`config.mk`:
```
export PLATFORM = sky130hd
export DESIGN_NAME = rx_char_buffer
export DESIGN_NICKNAME = d
export VERILOG_FILES = /design/src/rtl/rx_buf_pkg.sv /design/src/rtl/rx_char_buffer_sync_fifo.sv /design/src/rtl/rx_char_buffer.sv
export SDC_FILE = /design/constraint.sdc
export NUM_CORES = 1
export LEC_CHECK = 0
export CAP_MARGIN = 15
export CORE_ASPECT_RATIO = 0.75
export CORE_UTILIZATION = 52
export CTS_BUF_LIST = sky130_fd_sc_hd__clkbuf_4
export CTS_CLUSTER_SIZE = 10
export DETAILED_ROUTE_END_ITERATION = 8
export GPL_TIMING_DRIVEN = 1
export PLACE_DENSITY = 0.8
export REMOVE_ABC_BUFFERS = 1
export SETUP_SLACK_MARGIN = 0.1
export SLEW_MARGIN = 10
export SYNTH_ARGS = -nofsm -noshare
export SYNTH_HDL_FRONTEND = slang
export SYNTH_HIERARCHICAL = 1
export SYNTH_SLANG_ARGS = --single-unit
```
`constraint.sdc`:
```
create_clock -name clk_rx -period 8.7 [get_ports clk_rx]
set_clock_uncertainty 0.1 [all_clocks]
set_input_delay 0.87 -clock clk_rx [delete_from_list [all_inputs] [get_ports clk_rx]]
set_output_delay 0.87 -clock clk_rx [all_outputs]
set_load 0.005 [all_outputs]
```
`src/rtl/rx_buf_pkg.sv`:
```
// Shared types and constants for the receive character buffer.
// Defining RX_BUF_STORE_ERR_EN keeps erroneous characters, with the error bit as the entry MSB.
package rx_buf_pkg;

  localparam int DEPTH_DEFAULT     = 8;
  localparam int ADDR_W_DEFAULT    = 3;
  localparam int CHAR_W_DEFAULT    = 7;
  localparam int ERR_CNT_W_DEFAULT = 8;

`ifdef RX_BUF_STORE_ERR_EN
  localparam bit STORE_ERR_EN = 1'b1;
`else
  localparam bit STORE_ERR_EN = 1'b0;
`endif

  typedef enum logic [1:0] {
    IDLE    = 2'd0,
    CAPTURE = 2'd1,
    ACK     = 2'd2
  } rx_state_e;

  function automatic int entry_width(input int char_w, input bit store_err);
    return store_err ? char_w + 1 : char_w;
  endfunction

endpackage

```
`src/rtl/rx_char_buffer_sync_fifo.sv`:
```
// Single-clock FIFO with extra-MSB pointers and registered read port.
module sync_fifo #(
  parameter int DEPTH  = 8,
  parameter int ADDR_W = 3,
  parameter int WIDTH  = 7
) (
  input  logic              clk,
  input  logic              srst,
  input  logic              wr_en,
  input  logic [WIDTH-1:0]  wr_data,
  input  logic              rd_en,
  output logic [WIDTH-1:0]  rd_data,
  output logic              rd_valid,
  output logic              empty,
  output logic              full,
  output logic [ADDR_W:0]   count
);

  logic [WIDTH-1:0] mem [DEPTH];
  logic [ADDR_W:0]  wr_ptr_reg;
  logic [ADDR_W:0]  rd_ptr_reg;
  logic [WIDTH-1:0] rd_data_reg;
  logic             rd_valid_reg;
  logic             do_write;
  logic             do_read;

  assign empty = (wr_ptr_reg == rd_ptr_reg);
  assign full  = (wr_ptr_reg[ADDR_W] != rd_ptr_reg[ADDR_W]) &&
                 (wr_ptr_reg[ADDR_W-1:0] == rd_ptr_reg[ADDR_W-1:0]);
  assign count = wr_ptr_reg - rd_ptr_reg;

  // Both flags come from registered pointers, so a same-cycle pop never frees room for a push.
  assign do_write = wr_en && !full;
  assign do_read  = rd_en && !empty;

  always_ff @(posedge clk) begin
    if (do_write) begin
      mem[wr_ptr_reg[ADDR_W-1:0]] <= wr_data;
    end
  end

  always_ff @(posedge clk) begin
    if (srst) begin
      wr_ptr_reg   <= '0;
      rd_ptr_reg   <= '0;
      rd_data_reg  <= '0;
      rd_valid_reg <= 1'b0;
    end else begin
      rd_valid_reg <= do_read;
      if (do_write) begin
        wr_ptr_reg <= wr_ptr_reg + 1'b1;
      end
      if (do_read) begin
        rd_data_reg <= mem[rd_ptr_reg[ADDR_W-1:0]];
        rd_ptr_reg  <= rd_ptr_reg + 1'b1;
      end
    end
  end

  assign rd_data  = rd_data_reg;
  assign rd_valid = rd_valid_reg;

endmodule

```
`src/rtl/rx_char_buffer.sv`:
```
// Receiver-side character buffer: four-phase ack handshake into a FIFO, error counting, overflow flag.
// Build with RX_BUF_STORE_ERR_EN to store erroneous characters (error bit as entry MSB).
module rx_char_buffer
  import rx_buf_pkg::*;
#(
  parameter  int DEPTH     = DEPTH_DEFAULT,
  parameter  int ADDR_W    = ADDR_W_DEFAULT,
  parameter  int CHAR_W    = CHAR_W_DEFAULT,
  parameter  int ERR_CNT_W = ERR_CNT_W_DEFAULT,
  localparam int ENTRY_W   = entry_width(CHAR_W, STORE_ERR_EN)
) (
  input  logic                 clk_rx,
  input  logic                 rst,
  input  logic                 en,
  input  logic [CHAR_W-1:0]    rx_character,
  input  logic                 rx_ready,
  input  logic                 rx_error,
  output logic                 rx_ack,
  input  logic                 rd_en,
  output logic [ENTRY_W-1:0]   rd_data,
  output logic                 rd_valid,
  output logic                 empty,
  output logic                 full,
  output logic [ADDR_W:0]      count,
  output logic                 overflow,
  output logic [ERR_CNT_W-1:0] err_count,
  input  logic                 clr_flags
);

  localparam logic [ERR_CNT_W-1:0] ERR_ONE = {{(ERR_CNT_W-1){1'b0}}, 1'b1};

  rx_state_e            state_reg, state_next;
  logic [CHAR_W-1:0]    char_reg;
  logic                 err_reg;
  logic                 overflow_reg, overflow_next;
  logic [ERR_CNT_W-1:0] err_count_reg, err_count_next;
  logic                 capture_load;
  logic                 err_event;
  logic                 store_char;
  logic                 fifo_wr;
  logic [ENTRY_W-1:0]   wr_data;

  always_ff @(posedge clk_rx) begin
    if (rst) begin
      state_reg     <= IDLE;
      char_reg      <= '0;
      err_reg       <= 1'b0;
      overflow_reg  <= 1'b0;
      err_count_reg <= '0;
    end else begin
      state_reg     <= state_next;
      overflow_reg  <= overflow_next;
      err_count_reg <= err_count_next;
      if (capture_load) begin
        char_reg <= rx_character;
        err_reg  <= rx_error;
      end
    end
  end

  always_comb begin
    state_next   = state_reg;
    rx_ack       = 1'b0;
    capture_load = 1'b0;
    case (state_reg)
      IDLE: begin
        if (en && rx_ready) begin
          capture_load = 1'b1;
          state_next   = CAPTURE;
        end
      end
      CAPTURE: state_next = ACK;
      ACK: begin
        rx_ack = 1'b1;
        if (!rx_ready) begin
          state_next = IDLE;
        end
      end
      default: state_next = IDLE;
    endcase
  end

  assign err_event  = (state_reg == CAPTURE) && err_reg;
  assign store_char = (state_reg == CAPTURE) && (!err_reg || STORE_ERR_EN);
  assign fifo_wr    = store_char && !full;

  // Clear is applied first so an event in the same cycle still lands (overflow=1, err_count=1).
  always_comb begin
    overflow_next  = clr_flags ? 1'b0 : overflow_reg;
    err_count_next = clr_flags ? '0 : err_count_reg;
    if (store_char && full) begin
      overflow_next = 1'b1;
    end
    if (err_event && (err_count_next != '1)) begin
      err_count_next = err_count_next + ERR_ONE;
    end
  end

  generate
    if (STORE_ERR_EN) begin : g_store_err
      assign wr_data = {err_reg, char_reg};
    end else begin : g_drop_err
      assign wr_data = char_reg;
    end
  endgenerate

  sync_fifo #(
    .DEPTH  (DEPTH),
    .ADDR_W (ADDR_W),
    .WIDTH  (ENTRY_W)
  ) u_fifo (
    .clk      (clk_rx),
    .srst     (rst),
    .wr_en    (fifo_wr),
    .wr_data  (wr_data),
    .rd_en    (rd_en),
    .rd_data  (rd_data),
    .rd_valid (rd_valid),
    .empty    (empty),
    .full     (full),
    .count    (count)
  );

  assign overflow  = overflow_reg;
  assign err_count = err_count_reg;

endmodule
```
==> impl_results.md, run 1 <==
* Status: completed
* Area grow syn2layout at 16.11%
* Critical Path AT at 2640 ps
* First-pass iteration count of the detailed router at 4
* Slew Limit Fails at 0
* Worst Path Max Fanout at 11
* First-pass GRT wire length at 11.65 mm
* Total GRT Usage at 0.2151
* I/O Buffers at 37
* Hold Slack at 396.6 ps
* Post-route setup TNS at 0 ps
* DRT iter0 DRCs at 179
* Final hold vios at 0
* Synth Area in Simple Gates at 0.1212
* Count of unique library cells instantiated by Yosys at 48
* Routed vias/inst at 5.470
* CTS resizes at 0
* Leading area contributor after synthesis: edfxtp_1
* CORE AREA at 6897 um^2
* Antenna violations before repair at 0
* H-tree depth at 3
* Clock buffer depth at 2
* Fmax at 0.2771 GHz
* Post-CTS Setup Bufs at 0
* Routed wire length at 6.981 mm
* Critical Path End Type: output port
* Clk sinks at 91
* # setup viols final at 0
* Max-cap viol count at 0
* Min Tclk post-route at 3609 ps
* Routability-driven placement congestion ratio at 0.8259
* Via count at 2,363
* Hold_buf cts at 0
* Antenna fix cells at 0
* Detailed-route DRC error count at 0
* Seq/Total Area, Yosys at 0.6323
* Mux contribution to synthesized area at 0.08170
* Worst EP required at 7730 ps
* Initial Util at 0.5463
* Final HPWL DP at 4.980 mm
* Hold WC Path Type: reg2reg
* Startpoint types: flop
* Yosys warning count at 6
* Clock slew at reported path FFs at 140 ps
* Nets@finish at 349
* Leak at 1.416 nW
* Chip width at 100.3 um
* Number of synthesized flops with an enable pin at 56
* Compound-Gate Fraction of Synth Area at 0.08569
* RSZ-0062 raised after global routing: no
* Synth Register Bits at 91
* Die area at 7593 um^2
* Cts bufs inserted at 9
* Pwr dens at 183.3 nW/um^2
* Max reg flops at 56
* Vias in the first global route at 2,251
* Die Ht at 75.72 um
* Post-Synth XOR/XNOR Area at 0.02757
* Clk_lat worst skew at 440 ps
* IO Pins at 38
* Max_slew headroom at 0.2485
* Peak VDD IR at 0.1129 mV
* Slew at the pin closest to its max-slew limit at 1119 ps
* Synthesized cell area at 3767 um^2
* Crit path kind: reg2out
* Syn_area_per_cell at 12.90 um^2
* CTS root buffer: clkbuf_4
* Row cnt at 26
* Top-area cell type share of the netlist area at 0.4464
* Tcrit/Tclk final at 0.4149
* Per-cell routed wire length at 16.16 um
* DRT antenna net count at 0
* Most frequent cells in the layout: edfxtp_1 (56), clkdlybuf4s50_1 (37), dfxtp_1 (35), nor2_1 (30), nand2_1 (22)
* Syn Inst Count at 292
* Power Total at 0.0008020 W
* Reg-to-reg slack, setup at 5170 ps
* Total grt overflow at 0
* Layout cell share with drive strength beyond 1 at 0.1018
* CTS tree: yes
* Ranking of synthesized cells by area: edfxtp_1 (45%), dfxtp_1 (19%), mux4_2 (4.2%), mux2i_1 (4.0%), nor2_1 (3.0%)
* Post-Synth Adder-Cell Area at 0.02192
* Primary FF master, synth: edfxtp_1
* Ys async rst share at 0
* Commonest non-fill, non-tap cell in the layout: edfxtp_1
* Largest net degree at the start of global routing at 38
* Largest family of logic cells by synthesized area: simple AND/OR/NAND/NOR gates
==> cell usage after synthesis, types with 2 or more instances <==
library cell,instances
buf_6,3
nand4b_1,2
nor2_1,30
xor2_1,4
ha_1,5
buf_2,2
nor3_1,12
mux4_2,7
and3_1,3
nor4_1,3
nor2b_1,2
o21ai_2,2
nand3_1,3
nand2b_1,5
dfxtp_1,35
o31ai_1,5
a21oi_1,15
nand2_1,22
a211oi_1,7
inv_1,8
o211ai_1,4
edfxtp_1,56
xnor2_1,6
mux2i_1,15
o22ai_1,7
clkbuf_1,7
==> cell type report <==
type | count | area (um^2)
Clock inverter | 7 | 98.84
Inverter | 8 | 30.03
Tap cell | 98 | 122.6
Fill cell | 547 | 2522
Clock buffer | 9 | 67.56
Sequential cell | 91 | 2382
Multi-Input combinational cell | 179 | 1280
Timing Repair Buffer | 40 | 392.9
==> cells by family after synthesis <==
logic type | count (synthesis)
buffers and inverters | 22
AOI/OAI and AO/OA | 47
and+or+nand+nor | 93
muxes | 22
DFF | 91
xor gates and xnor gates | 11
adders and majority gates | 6
==> through the flow <==
stage | instances | cell area, um^2 | setup WS, ps | utilization
2_1_floorplan | 278 | 3686 | 5080 | -
3_5_place_dp | 416 | 4202 | 5124 | 0.6092
3_3_place_gp | 416 | 4202 | 5316 | 0.6092
5_1_grt | 432 | 4374 | 4866 | 0.6343
6_report | 432 | 4374 | 5091 | 0.6343
4_1_cts | 432 | 4368 | 5050 | 0.6333
==> worst paths after layout <==
check,startpoint,to,cells past startpoint
max,u_fifo/rd_ptr_reg[2],full,5
min,u_fifo/rd_data[0],u_fifo/rd_data[0],2
min reg2reg,u_fifo/rd_data[0],u_fifo/rd_data[0],2
max reg2reg,u_fifo/rd_ptr_reg[2],u_fifo/mem[4][3],7
==> worst max-delay path, cell delays in order, from the launching register on <==
cell             delay (ps)
dfxtp_1                 620
inv_1                   150
ha_1                    380
nand3_1                 270
nor2_1                  250
clkdlybuf4s50_1         550
==> metal layers <==
layer  global-route usage  share of wire  wire, um  vias to the layer above
li1                     -              -         -                     1160
met1               0.3151           0.47      3296                     1107
met2               0.3128           0.43      3036                       94
met3              0.07156          0.089       620                        2
met4              0.05314         0.0039        27                        0
met5                    0              0         0                        -
==> report_power, final <==
part           switching (W)  internal (W)
Clock               0.000139      0.000119
Sequential         0.0000103      0.000466
Combinational      0.0000327     0.0000363
Total               0.000181      0.000621
Power figures use the tool's default switching activity.
==> run 2: changes to the inputs <==
--- a/config.mk
+++ b/config.mk
@@ -12,7 +12,7 @@
 export CTS_CLUSTER_SIZE = 10
 export DETAILED_ROUTE_END_ITERATION = 8
 export GPL_TIMING_DRIVEN = 1
-export PLACE_DENSITY = 0.8
+export PLACE_DENSITY = 0.83
 export REMOVE_ABC_BUFFERS = 1
 export SETUP_SLACK_MARGIN = 0.1
 export SLEW_MARGIN = 10
==> constraint.sdc (replaced) <==
create_clock -name clk_rx -period 2.98 [get_ports clk_rx]
set_clock_uncertainty 0.1 [all_clocks]
set_input_delay 0.298 -clock clk_rx [delete_from_list [all_inputs] [get_ports clk_rx]]
set_output_delay 0.298 -clock clk_rx [all_outputs]
set_load 0.005 [all_outputs]
==> run 2 against run 1 <==
Compared with the run above:
- combinational power rose to 3.2 times the previous value
- sequential share of layout area is 0.96 points lower
- hold slack lost 85 ps
==> impl_results.md, run 2 (same netlist as run 1, synthesis figures left out) <==
* H-tree depth at 3
* Row cnt at 26
* Max-cap viol count at 0
* CP max-delay cell: clkdlybuf4s50_1
* Worst Path Max Fanout at 6
* RSZ-0062 raised after global routing: no
* Final instance area at 4453 um^2
* Tcrit/Tclk final at 0.9108
* Antenna fix cells at 0
* Clock buffer depth at 2
* Min Tclk post-route at 2714 ps
* Fmax at 0.3684 GHz
* # setup viols final at 0
* Total grt overflow at 0
* Die area at 7593 um^2
* Final HPWL DP at 5.723 mm
* Total GRT Usage at 0.2366
* Max reg flops at 56
* IO Pins at 38
* WP buf/inv at 2
* Crit-path cells: inv_1 -> ha_1 -> fa_1 -> xnor2_1 -> clkdlybuf4s50_1
* CTS root buffer: clkbuf_4
* Critical path depth at 5
* DRT antenna net count at 0
* Routed wire length at 7.878 mm
* Peak VDD IR at 0.4800 mV
* Hold WC Path Type: in2reg
* Max_slew headroom at 0.5011
* Layout cell share with drive strength beyond 1 at 0.1304
* Commonest non-fill, non-tap cell in the layout: edfxtp_1
* Pwr dens at 531.9 nW/um^2
* CP max stage delay at 530 ps
* Worst EP required at 2580 ps
* Post-DP Area at 4284 um^2
* Vias in the first global route at 2,343
* Area grow syn2layout at 18.20%
* Slew at the pin closest to its max-slew limit at 746.1 ps
* Die Ht at 75.72 um
* DRT iter0 DRCs at 247
* First-pass iteration count of the detailed router at 4
* Area of the multi-input gates at 1276 um^2
* Clk sinks at 91
* Layout fillers at 539
* First-pass GRT wire length at 12.71 mm
* Final hold vios at 0
* Routed vias/inst at 5.637
* Initial Util at 0.5463
* Slew Limit Fails at 0
* R2R depth at 8
* I/O Buffers at 37
* Status: completed
* Leak at 1.474 nW
* Clk_lat worst skew at 430 ps
* Cell family with most CP delay: buffers and inverters
* Detailed-route DRC error count at 0
* Power Total at 0.002368 W
* Crit path kind: reg2out
* Antenna violations before repair at 0
* Largest net degree at the start of global routing at 26
* CTS tree: yes
* Storage element area at 2382 um^2
* Hold Path Stages at 3
* CORE AREA at 6897 um^2
* Post-CTS Setup Bufs at 0
* Critical Path End Type: output port
* Chip width at 100.3 um
* Per-cell routed wire length at 17.78 um
* Via count at 2,497
* Routability-driven placement congestion ratio at 0.8734
* CTS resizes at 0
* Clock slew at reported path FFs at 140 ps
* Critical Path AT at 2320 ps
* Startpoint types: flop
* Hold_buf cts at 0
* Most frequent cells in the layout: edfxtp_1 (56), clkdlybuf4s50_1 (37), dfxtp_1 (35), nor2_1 (29), nand2_1 (22)
* Cts bufs inserted at 9
* Nets@finish at 360
==> run 2: area by class of cell <==
class / instances / share of cell area
sequential: 91 / 0.5350
multi-input combinational: 179 / 0.2866
timing repair buffer: 51 / 0.1068
tap: 98 / 0.02754
clock inverter: 7 / 0.02220
clock buffer: 9 / 0.01517
inverter: 8 / 0.006743
==> run 2: final timing paths <==
check                                     startpoint           endpoint  slack (ps)
worst min-delay path                 rx_character[3]        char_reg[3]         310
worst max register to register  u_fifo/wr_ptr_reg[0]   u_fifo/mem[4][0]         320
worst min register to register     u_fifo/rd_data[1]  u_fifo/rd_data[1]         400
worst max-delay path            u_fifo/wr_ptr_reg[0]           count[2]         270
==> run 2: per-stage QoR <==
step	hold slack, ps	util	setup slack [ps]	cells	TNS, ps
final	311.3	0.6457	265.9	443	0
after global routing	276.0	0.6457	113.0	443	0
after global placement	375.8	0.6212	439.3	427	0
after floorplan	267.1	-	-639.6	278	-24740
after detailed placement	378.1	0.6212	307.3	427	0
after CTS	285.3	0.6453	230.8	443	0
==> run 2: power breakdown <==
| part | switching, W | internal, W |
|---|---|---|
| clock network | 0.000417 | 0.000347 |
| registers | 0.0000240 | 0.00136 |
| logic | 0.000110 | 0.000112 |
| total | 0.000550 | 0.00182 |
==> run 2: routing by layer <==
layer,up-vias,wire length (um),GRT usage
li1,1177,-,-
met1,1215,3582,0.3323
met2,99,3609,0.3653
met3,6,616,0.05963
met4,0,69,0.08213
met5,-,0,0
==> run 2: tightest hold or removal path: stages <==
cell             delay (ps)
clkdlybuf4s50_1         400
nand2_1                  60
a21oi_1                  50
